### config.mk
export PLATFORM = sky130hd
export DESIGN_NAME = mod3_phase_monitor
export DESIGN_NICKNAME = d
export VERILOG_FILES = /design/src/rtl/mod3_pkg.sv /design/src/rtl/mod3_phase_decode.sv /design/src/rtl/mod3_phase_monitor.sv
export SDC_FILE = /design/constraint.sdc
export NUM_CORES = 1
export LEC_CHECK = 0
export BUFFER_PORTS_ARGS = -buffer_cell sky130_fd_sc_hd__buf_2
export CAP_MARGIN = 20
export CORE_MARGIN = 2
export CORE_UTILIZATION = 35
export DETAILED_ROUTE_END_ITERATION = 8
export HOLD_SLACK_MARGIN = 0.08
export SETUP_SLACK_MARGIN = 0.3
export SYNTH_ARGS = -nofsm -noshare
export SYNTH_HDL_FRONTEND = slang
export SYNTH_SLANG_ARGS = --single-unit
### constraint.sdc
create_clock -name clk -period 1.9 [get_ports clk]
set_input_delay 0.38 -clock clk [delete_from_list [all_inputs] [get_ports clk]]
set_output_delay 0.38 -clock clk [all_outputs]
set_load 0.005 [all_outputs]
### src/rtl/mod3_pkg.sv
// ============================================================================
// Module      : mod3_pkg
// Description : Shared one-hot phase constants and monitor state type for the
//               mod-3 phase counter and its consumers.
// Revision    : 1.0 - initial release
// ============================================================================
`default_nettype none

package mod3_pkg;

  localparam logic [2:0] PH_Q0       = 3'b001;
  localparam logic [2:0] PH_Q1       = 3'b010;
  localparam logic [2:0] PH_Q2       = 3'b100;
  localparam logic [1:0] IDX_INVALID = 2'd3;

  typedef enum logic [0:0] {
    HUNT   = 1'b0,
    LOCKED = 1'b1
  } mon_state_t;

endpackage

`default_nettype wire

### src/rtl/mod3_phase_decode.sv
// ============================================================================
// Module      : mod3_phase_decode
// Description : Combinational one-hot phase to binary index decoder with a
//               valid flag; any non one-hot code maps to IDX_INVALID.
// Revision    : 1.0 - initial release
// ============================================================================
`default_nettype none

module mod3_phase_decode
  import mod3_pkg::*;
(
  input  logic [2:0] phase,
  output logic [1:0] idx,
  output logic       valid
);

  always_comb begin
    idx   = IDX_INVALID;
    valid = 1'b0;
    case (phase)
      PH_Q0: begin idx = 2'd0; valid = 1'b1; end
      PH_Q1: begin idx = 2'd1; valid = 1'b1; end
      PH_Q2: begin idx = 2'd2; valid = 1'b1; end
      default: begin
        idx   = IDX_INVALID;
        valid = 1'b0;
      end
    endcase
  end

endmodule

`default_nettype wire

### src/rtl/mod3_phase_monitor.sv
// ============================================================================
// Module      : mod3_phase_monitor
// Description : Checks the Q0->Q1->Q2 one-hot phase order, reporting lock,
//               mismatch pulses, a sticky error flag and completed rounds.
// Revision    : 1.0 - initial release
// ============================================================================
`default_nettype none

module mod3_phase_monitor
  import mod3_pkg::*;
#(
  parameter int ROUND_W     = 8,
  parameter int LOCK_ROUNDS = 2
) (
  input  logic               clk,
  input  logic               reset,
  input  logic               begin_op,
  input  logic [2:0]         phase_in,
  input  logic               err_clear,
  output logic [1:0]         phase_idx,
  output logic               locked,
  output logic               phase_err,
  output logic               err_sticky,
  output logic               round_done,
  output logic [ROUND_W-1:0] round_cnt
);

  localparam int c_LOCK_COUNT = 3 * LOCK_ROUNDS;
  localparam int c_GOOD_W     = $clog2(c_LOCK_COUNT + 1);

  logic [1:0]          w_idx;
  logic                w_valid;
  logic                w_has_exp;
  logic [1:0]          w_exp_idx;
  logic                w_match;
  logic                w_round;
  logic                w_set_sticky;
  mon_state_t          w_state_next;
  logic [c_GOOD_W-1:0] w_good_next;

  logic [1:0]          r_prev_idx;
  logic                r_prev_begin;
  logic                r_prev_q1_ok;
  mon_state_t          r_state;
  logic [c_GOOD_W-1:0] r_good_cnt;

  mod3_phase_decode u_decode (
    .phase (phase_in),
    .idx   (w_idx),
    .valid (w_valid)
  );

  // An invalid predecessor carries no expectation: the next valid sample re-anchors.
  always_comb begin
    w_has_exp = 1'b1;
    w_exp_idx = 2'd0;
    if (r_prev_begin) begin
      w_exp_idx = 2'd0;
    end else if (r_prev_idx == IDX_INVALID) begin
      w_has_exp = 1'b0;
    end else if (r_prev_idx == 2'd2) begin
      w_exp_idx = 2'd0;
    end else begin
      w_exp_idx = r_prev_idx + 2'd1;
    end
  end

  assign w_match = w_valid && (!w_has_exp || (w_idx == w_exp_idx));
  assign w_round = w_match && (w_idx == 2'd2) && r_prev_q1_ok;

  always_comb begin
    w_state_next = r_state;
    w_good_next  = r_good_cnt;
    w_set_sticky = 1'b0;
    case (r_state)
      HUNT: begin
        if (!w_match) begin
          w_good_next = '0;
        end else if (r_good_cnt == c_GOOD_W'(c_LOCK_COUNT - 1)) begin
          w_state_next = LOCKED;
          w_good_next  = '0;
        end else begin
          w_good_next = r_good_cnt + c_GOOD_W'(1);
        end
      end
      LOCKED: begin
        if (!w_match) begin
          w_state_next = HUNT;
          w_good_next  = '0;
          w_set_sticky = 1'b1;
        end
      end
      default: begin
        w_state_next = HUNT;
        w_good_next  = '0;
      end
    endcase
  end

  always_ff @(posedge clk or posedge reset) begin
    if (reset) begin
      r_prev_idx   <= 2'd2;
      r_prev_begin <= 1'b1;
      r_prev_q1_ok <= 1'b0;
      r_state      <= HUNT;
      r_good_cnt   <= '0;
      phase_err    <= 1'b0;
      err_sticky   <= 1'b0;
      round_done   <= 1'b0;
      round_cnt    <= '0;
    end else begin
      r_prev_idx   <= w_idx;
      r_prev_begin <= begin_op;
      r_prev_q1_ok <= w_match && (w_idx == 2'd1);
      r_state      <= w_state_next;
      r_good_cnt   <= w_good_next;
      phase_err    <= !w_match;
      round_done   <= w_round;
      // Setting wins over a simultaneous clear.
      if (w_set_sticky) begin
        err_sticky <= 1'b1;
      end else if (err_clear) begin
        err_sticky <= 1'b0;
      end
      if (begin_op) begin
        round_cnt <= '0;
      end else if (w_round) begin
        round_cnt <= round_cnt + ROUND_W'(1);
      end
    end
  end

  assign phase_idx = r_prev_idx;
  assign locked    = (r_state == LOCKED);

endmodule

`default_nettype wire
==> flow_summary.toml, run 1 <==
[clock_tree]
h-tree-depth = 1
path_clk_slew_ps = 110
root_buffer = "clkbuf_4"
clk_latency_ps = 300
clock-sinks = 19
clock_path_buffers = 2
cts_tree = "yes"
cts_inserted_buffers = 3
post-cts-setup-buffers = 0

[power_and_ir_drop]
clkPwrFrac_pct = 29.8
peakVddDrop_mv = 0.523
swShare_pct = 24.7
switching_power_mw = 0.171
intPower_mw = 0.520
combPwrFrac_pct = 8.7
powerDensity_nw_per_um2 = 622
p_seq_share_pct = 61.4
p_leak_nw = 0.530

[synthesis]
synth_seq_cells = 19
netlist-cell-type-count = 31
postSynthAreaPerCell_um2 = 10.6
async_reset_ff_share_pct = 100
syn-num-nets = 99
yosysWarnings = 0
syn-instance-count = 91
synth_edf_count = 0
syn_area_um2 = 966
synth-seq-area-share_pct = 49.5
synthFlopType = "dfrtp_1"

[critical_path]
rr_startpoint = "round_cnt[0]$_DFFE_PP0P_"
cp.required_ps = 2090
cp-startpoint = "round_cnt[0]$_DFFE_PP0P_"
crit_type = "flip-flop to flip-flop"
r2r_setup_slack_ps = 400
crit_arrival_ps = 1690
start_kind = "flip-flop"
end_kind = "flip-flop"
cp_max_fo = 5

[sta]
hold_violations = 0
layout_min_cycle_time_ps = 1500
slew_headroom_pct = 51.5
tns_ps = 0
setup_violations = 0
finalCritPeriodShare_pct = 79.2
slew_violations = 0
skew_ps = 4.68
tightest_slew_ps = 727
rsz0062_at_grt = "no"
max_freq_mhz = 665

[final_layout]
nNetsFinal = 120
area_growth_pct = 14.9
multi_input_area_um2 = 447
fillers = 270
n_antenna_cell = 0
post_layout_nonfiller_instances = 142
drive_above_1_share_pct = 30.6
regArea_um2 = 478

[detailed_routing]
avgRoutedWirePerCell_um = 12.8
via_per_inst = 5.07
drtIter0Drc = 8
remaining_drc_errors = 0
wirelength_um = 1820
vias = 720
drtPass1Iterations = 4
ant_nets = 0

[placement]
hpwl_um = 1330
place.gp.congestion = 0.678
dp.cells = 138
portBuffers = 20

[global_routing]
grt_overflow = 0
antenna_found_initial = 0
grt_pass1_wl_um = 3130
grt_pass1_vias = 704
grt_max_degree = 20
track_usage_pct = 12.6

[min_path]
min-delay-path-class = "input pin to asynchronous set/reset pin"

[floorplanning]
die-area_um2 = 3200
pin_count = 21
die_h_um = 56.5
core_area_um2 = 2690
start_util_pct = 36.0
rows = 19
dieWidth_um = 56.5

[job]
maxCapViolCount = 0

[status]
outcome = "complete, no violations"
repair_timing:
item / in CTS / in global routing
resized for setup: 0 / 2
hold buffers: 0 / 0
endpoints found under the setup margin: 0 / 2
flip-flops by register name (all words and copies together) (netlist names):
name and flops:
err_sticky 1, locked 1, phase_err 1, phase_idx 2, r_good_cnt 3, r_prev_begin 1, r_prev_q1_ok 1, round_cnt 8
round_done 1
path summary, 6_finish.rpt:
path / endpoint / cells past startpoint
setup reg to reg: round_cnt[4]$_DFFE_PP0P_ / 4
hold / removal: round_done$_DFF_PP0_ / 2
min in group clk: r_prev_begin$_DFF_PP1_ / 1
max in group asynchronous: round_cnt[2]$_DFFE_PP0P_ / 2
hold reg to reg: round_cnt[1]$_DFFE_PP0P_ / 2
setup / recovery: round_cnt[4]$_DFFE_PP0P_ / 4
logic make-up after synthesis:
group | share of synthesized area (%)
buffers and inverters | 5.18
flip-flops | 49.5
XOR/XNOR | 3.63
multiplexers | 10.1
AO/OA/AOI/OAI | 5.31
adder cells (fa/ha/maj) | 1.30
AND/OR/NAND/NOR | 25.0
through the flow:
stage / area (µm²) / setup WS, ps / util (%) / power, mW / hold WS (ps)
2_1_floorplan: 966 / 392 / - / 0.474 / 330
3_3_place_gp: 1070 / 314 / 40.0 / 0.490 / 531
3_5_place_dp: 1070 / 313 / 40.0 / 0.492 / 548
4_1_cts: 1100 / 313 / 41.0 / 0.700 / 211
5_1_grt: 1110 / 304 / 41.3 / 0.727 / 243
6_report: 1110 / 396 / 41.3 / 0.691 / 181
worst max-delay path: stages (launching register included):
cell	delay, ps
dfrtp_1	440
ha_1	180
nand4b_1	200
nor3_1	250
mux2_1	340
cell type report:
cell class | count | share of cell area, %
clock inverters | 1 | 0.451
inverters | 5 | 1.69
clock buffers | 3 | 2.03
multi-input cells | 63 | 40.2
flip-flops and latches | 19 | 43.1
well taps | 31 | 3.49
repair buffers | 20 | 9.02
power by group through the flow:
stage / combinational [mW] / clock [mW] / sequential (mW)
after floorplan: 0.0434 / 0 / 0.431
after global placement: 0.0585 / 0 / 0.432
after detailed placement: 0.0601 / 0 / 0.432
final: 0.0603 / 0.206 / 0.424
after CTS: 0.0605 / 0.216 / 0.424
after global routing: 0.0688 / 0.232 / 0.426
layer usage:
| metal | wire, µm | share of wire, % | up-vias | global-route usage (%) |
|---|---|---|---|---|
| li1 | - | - | 356 | - |
| met1 | 827 | 45 | 345 | 15.5 |
| met2 | 877 | 48 | 17 | 19.9 |
| met3 | 97 | 5.3 | 2 | 4.84 |
| met4 | 16 | 0.88 | 0 | 4.76 |
| met5 | 0 | 0 | - | 0 |
synthesized netlist by cell type, types with 2 or more instances:
cell	number	area share [%]
dfrtp_1	17	44
nor2_1	9	3.5
nor2b_1	8	5.2
nor3_1	6	3.1
a31oi_1	5	3.2
inv_1	5	1.9
mux2_2	5	5.8
nand2b_1	4	2.6
mux2i_1	3	3.1
nand3_1	3	1.6
xor2_1	3	2.7
buf_6	2	2.3
dfstp_2	2	5.4
nand4b_1	2	1.8
placed cells by master, fill, tap and decap left out, drive strengths merged:
master	instances
and4	1
mux2i	3
xor2	3
o21ai	1
nand4	1
nand2b	4
clkinv	1
or3b	1
nor4	1
a21oi	1
nor3	6
and3	1
nand4b	2
nand3	3
a31oi	5
dfrtp	17
inv	5
a41o	1
nor2b	8
ha	1
nand4bb	1
buf	20
nor2	9
or4b	1
mux2	6
or3	1
xnor2	1
dfstp	2
nand2	1
clkbuf	3
No activity file was read; power rests on OpenSTA's default activity.
==> inputs of run 2 (changes only) <==
--- a/config.mk
+++ b/config.mk
@@ -5,6 +5,7 @@
 export SDC_FILE = /design/constraint.sdc
 export NUM_CORES = 1
 export LEC_CHECK = 0
+export ABC_AREA = 1
 export BUFFER_PORTS_ARGS = -buffer_cell sky130_fd_sc_hd__buf_2
 export CAP_MARGIN = 20
 export CORE_MARGIN = 2
==> constraint.sdc (replaced) <==
create_clock -name clk -period 1.5 [get_ports clk]
set_input_delay 0.3 -clock clk [delete_from_list [all_inputs] [get_ports clk]]
set_output_delay 0.3 -clock clk [all_outputs]
set_load 0.005 [all_outputs]
==> flow_summary.toml, run 2 <==
[final_layout]
drive_above_1_share_pct = 37.9
largest_reg_flops = 8
post_layout_nonfiller_instances = 184
largest_register = "round_cnt"
area_growth_pct = 39.4
mostFrequentLayoutCell = "nand2_1"
n_antenna_cell = 0
nNetsFinal = 162
layout_common_cells = "nand2_1 (20), buf_2 (18), inv_1 (17), dfrtp_1 (17), nand3_1 (13)"

[clock_tree]
path_clk_slew_ps = 110
clock-sinks = 19
cts_tree = "yes"
root_buffer = "clkbuf_4"
clk_latency_ps = 300
clock_path_buffers = 2
cts_inserted_buffers = 3
h-tree-depth = 1

[sta]
skew_ps = 6.30
slew_headroom_pct = 66.7
rsz0062_at_grt = "yes"
tightest_slew_ps = 499
hold_violations = 0
setup_violations = 0
finalCritPeriodShare_pct = 94.6
layout_min_cycle_time_ps = 1420
max_freq_mhz = 704
tns_ps = 0
slew_violations = 0

[min_path]
holdPathEnd = "r_prev_begin$_DFF_PP1_"
min-delay-path-class = "input pin to flip-flop"
min-delay-start = "begin_op"
hold_depth = 1

[floorplanning]
die-area_um2 = 3260
die_h_um = 57.1
dieWidth_um = 57.1
rows = 19
core_area_um2 = 2710
pin_count = 21
start_util_pct = 36.5

[global_routing]
grt_pass1_wl_um = 3710
grt_pass1_vias = 868
grt_max_degree = 17
grt_overflow = 0
antenna_found_initial = 0
track_usage_pct = 14.5

[critical_path]
end_kind = "flip-flop"
rr_startpoint = "phase_idx[1]$_DFF_PP1_"
crit_type = "flip-flop to flip-flop"
r2r_setup_slack_ps = 80
timing.rr.end = "round_cnt[1]$_DFFE_PP0P_"
cp_max_fo = 6
crit_arrival_ps = 1660
start_kind = "flip-flop"
rr_worst_depth = 9
cp.required_ps = 1740

[placement]
portBuffers = 20
dp.cells = 169
hpwl_um = 1440
place.gp.congestion = 0.783

[detailed_routing]
drtIter0Drc = 15
routed.top_layer = "met4"
routed-wl-met3_um = 112
vias = 907
drtPass1Iterations = 4
ant_nets = 0
remaining_drc_errors = 0
wl_met1_um = 1000
avgRoutedWirePerCell_um = 12.1
via_per_inst = 4.93
met2_wirelength_um = 1080
wirelength_um = 2230

[synthesis]
yosysMostFrequentCell = "nand2_1"
synth_seq_cells = 19
synth_edf_count = 0
synth_common_cells = "nand2_1 (24), inv_1 (18), nand3_1 (18)"
syn-num-nets = 124
postSynthAreaPerCell_um2 = 8.52
syn-instance-count = 116
yosysWarnings = 0
synth_top_area_share_pct = 43.0
synth-seq-area-share_pct = 48.4
syn_area_um2 = 988
synth_top_cell_by_area = "dfrtp_1"
netlist-cell-type-count = 21
async_reset_ff_share_pct = 100
synthFlopType = "dfrtp_1"
ys_top_cells_by_area = "dfrtp_1 (43%), nand3_1 (9.1%), nand2_1 (9.1%)"

[status]
outcome = "complete, no violations"

[job]
maxCapViolCount = 0

[power_and_ir_drop]
total_power_mw = 0.937
p_leak_nw = 0.754
powerDensity_nw_per_um2 = 680
peakVddDrop_mv = 0.443
==> run 2: cell count changes in the layout (fill, tap and decap cells not counted), sizes merged, moves of 3 or more <==
cell,delta
nand2,+25
nand4,+8
nor3,-5
mux2,-6
mux2i,-3
a31oi,-5
nor2b,-8
inv,+14
buf,+12
nand3,+16
nand2b,-4
==> run 2: metrics by stage <==
stage	setup WS (ps)	hold slack [ps]	cell area, µm²	util, %
final	80.4	102	1380	50.8
after global routing	5.92	80.6	1380	50.8
after CTS	101	94.6	1250	46.3
after detailed placement	35.5	213	1170	43.2
after global placement	50.8	206	1170	43.2
after floorplan	258	250	996	-
==> run 2: metal layers <==
layer	track usage (%)	vias up
met4	4.65	0
li1	-	452
met3	4.54	5
met5	0	-
met1	19.1	430
met2	22.8	20
==> run 2: cell families after synthesis <==
family	after synthesis	synth area share, %
AO/OA/AOI/OAI	5	2.91
XOR/XNOR	5	4.43
adder cells (fa/ha/maj)	1	1.27
buffers and inverters	21	9.11
flip-flops	19	48.4
AND/OR/NAND/NOR	65	33.9
==> run 2: power breakdown <==
group / internal [mW] / switching (mW) / total [mW]
Combinational: 0.0660 / 0.0808 / 0.147
Sequential: 0.524 / 0.00722 / 0.532
Clock: 0.0996 / 0.159 / 0.259
==> run 2: worst max-delay path, cell delays in order, from the launching register on <==
cell and delay (ps):
dfstp_2 560, nor2_2 50, nand2_1 50, nand3_1 80, nand3_2 100, nand3_4 100, buf_12 160, nand2_8 80
nand3_2 70, nand2_2 100
==> run 2: worst max path at each step <==
stage | depth (start not counted) | startpoint | slack (ps) | end
finish | 9 | phase_idx[1]$_DFF_PP1_ | 80 | round_cnt[1]$_DFFE_PP0P_
global placement | 10 | phase_in[1] | 50 | round_cnt[2]$_DFFE_PP0P_
CTS | 9 | phase_idx[1]$_DFF_PP1_ | 100 | round_cnt[1]$_DFFE_PP0P_
global route | 9 | phase_idx[1]$_DFF_PP1_ | 6 | round_cnt[1]$_DFFE_PP0P_
floorplan | 8 | phase_idx[1]$_DFF_PP1_ | 260 | round_cnt[5]$_DFFE_PP0P_
detailed placement | 11 | phase_in[0] | 40 | round_cnt[3]$_DFFE_PP0P_
==> run 2: area by class of cell <==
type	instances	area, µm²
multi-input combinational	77	495
clock buffer	3	22.5
inverter	19	71.3
tap	31	38.8
sequential	19	478
fill	241	1330
timing repair buffer	34	267
clock inverter	1	5.00
==> run 2: repair_timing <==
item                                    CTS  global route
endpoints found under the setup margin   21            23
setup buffers                             5             3
hold endpoints to repair                  3             0
gates cloned                              0             2
pin swaps                                 0             9
resized for setup                         2            14
hold buffers                              1             0
==> inputs of run 3 (changes only) <==
--- a/config.mk
+++ b/config.mk
@@ -9,9 +9,10 @@
 export BUFFER_PORTS_ARGS = -buffer_cell sky130_fd_sc_hd__buf_2
 export CAP_MARGIN = 20
 export CORE_MARGIN = 2
-export CORE_UTILIZATION = 35
+export CORE_UTILIZATION = 50
 export DETAILED_ROUTE_END_ITERATION = 8
 export HOLD_SLACK_MARGIN = 0.08
+export PLACE_DENSITY = 0.74
 export SETUP_SLACK_MARGIN = 0.3
 export SYNTH_ARGS = -nofsm -noshare
 export SYNTH_HDL_FRONTEND = slang
==> flow_summary.toml, run 3 (synthesized netlist as in run 2, its figures left out) <==
[clock_tree]
root_buffer = "clkbuf_4"
clock-sinks = 19
cts_tree = "yes"
clk_latency_ps = 300
cts_inserted_buffers = 3
clock_path_buffers = 2
h-tree-depth = 1
path_clk_slew_ps = 110

[critical_path]
crit_arrival_ps = 1640
end_kind = "flip-flop"
crit_type = "flip-flop to flip-flop"
cp.required_ps = 1740
start_kind = "flip-flop"
cp_max_fo = 5

[sta]
rsz0062_at_grt = "yes"
slew_violations = 0
finalCritPeriodShare_pct = 92.9
whs_ps = 100
slew_headroom_pct = 60.0
tightest_slew_ps = 599
max_freq_mhz = 718
hold_violations = 0
skew_ps = 1.27
setup_violations = 0
layout_min_cycle_time_ps = 1390

[min_path]
min-delay-path-class = "input pin to flip-flop"

[power_and_ir_drop]
p_seq_share_pct = 56.6
intPower_mw = 0.685
p_leak_nw = 0.733
peakVddDrop_mv = 0.457
clkPwrFrac_pct = 28.2
powerDensity_nw_per_um2 = 693
swShare_pct = 27.3
switching_power_mw = 0.257
combPwrFrac_pct = 15.2

[floorplanning]
start_util_pct = 51.4
pin_count = 21
core_area_um2 = 1920
die_h_um = 48.5
rows = 16
die-area_um2 = 2350
dieWidth_um = 48.5

[placement]
portBuffers = 20
hpwl_um = 1440
place.gp.congestion = 0.791
dp.cells = 167

[final_layout]
drive_above_1_share_pct = 41.4
mostFrequentLayoutCell = "nand2_1"
nNetsFinal = 161
fillers = 155
post_layout_nonfiller_instances = 179
largest_register = "round_cnt"
area_growth_pct = 37.5
largest_reg_flops = 8
fin_util_pct = 70.7
layout_common_cells = "nand2_1 (21), buf_2 (20), inv_1 (16), dfrtp_1 (16), nand3_2 (10)"
n_antenna_cell = 0

[job]
maxCapViolCount = 0

[detailed_routing]
via_per_inst = 5.13
remaining_drc_errors = 0
drtPass1Iterations = 4
drtIter0Drc = 18
ant_nets = 0
vias = 918
avgRoutedWirePerCell_um = 12.9
wirelength_um = 2310

[global_routing]
antenna_found_initial = 0
track_usage_pct = 21.7
grt_pass1_wl_um = 4030
grt_pass1_vias = 940
grt_max_degree = 20
grt_overflow = 0

[status]
outcome = "complete, no violations"
run 3: final timing paths:
kind,startpoint,to,slack (ps),depth (start not counted)
setup / recovery,phase_idx[1]$_DFF_PP1_,round_cnt[6]$_DFFE_PP0P_,110,9
hold / removal,begin_op,r_prev_begin$_DFF_PP1_,100,1
setup reg to reg,phase_idx[1]$_DFF_PP1_,round_cnt[6]$_DFFE_PP0P_,110,9
hold reg to reg,r_good_cnt[1]$_DFFE_PP0P_,r_good_cnt[1]$_DFFE_PP0P_,540,2
max in group asynchronous,reset,r_prev_begin$_DFF_PP1_,690,4
min in group asynchronous,reset,err_sticky$_DFFE_PP0P_,550,4
run 3: final cells by class:
cell class	count	area [µm²]	area share, %
Inverter	19	71.3	5.25
Sequential cell	19	479	35.3
Tap cell	27	33.8	2.49
Timing Repair Buffer	33	229	16.9
Clock inverter	1	5.00	0.368
Clock buffer	3	22.5	1.66
Multi-Input combinational cell	77	518	38.1
run 3: layer usage:
layer,vias to the layer above,share of wire (%),track usage [%]
met4,0,1.9,7.62
met1,442,45,26.8
met2,17,51,38.9
met3,6,2.7,3.09
li1,453,-,-
met5,-,0,0
run 3: worst max-delay path: stages (launching register included):
cell     delay [ps]
dfstp_2         570
nor2_4           50
nand2_2          60
nand3_2          70
nand3_2         100
nand3_4         110
buf_12          160
nand2_8          70
nand3_1          70
nand2_1          80
run 3: power by group through the flow:
stage	sequential, mW	clock (mW)	combinational [mW]
after detailed placement	0.541	0	0.113
after floorplan	0.541	0	0.0642
after CTS	0.531	0.274	0.139
after global routing	0.534	0.296	0.156
final	0.533	0.266	0.143
after global placement	0.541	0	0.110
run 3: stage by stage:
stage	setup slack, ps	power, mW	TNS, ps	instance area (µm²)
2_1_floorplan	258	0.605	0	996
3_3_place_gp	36.1	0.651	0	1180
3_5_place_dp	-20.8	0.654	-33.8	1180
4_1_cts	127	0.944	0	1330
5_1_grt	36.8	0.986	0	1360
6_report	106	0.942	0	1360
run 3: repair_timing:
item | 4_1_cts | 5_1_grt
endpoints found under the hold margin | 17 | 0
endpoints found under the setup margin | 20 | 25
hold buffers | 1 | 0
cloned | 1 | 0
pin swaps | 10 | 10
buffers inserted | 5 | 1
resized for setup | 13 | 6
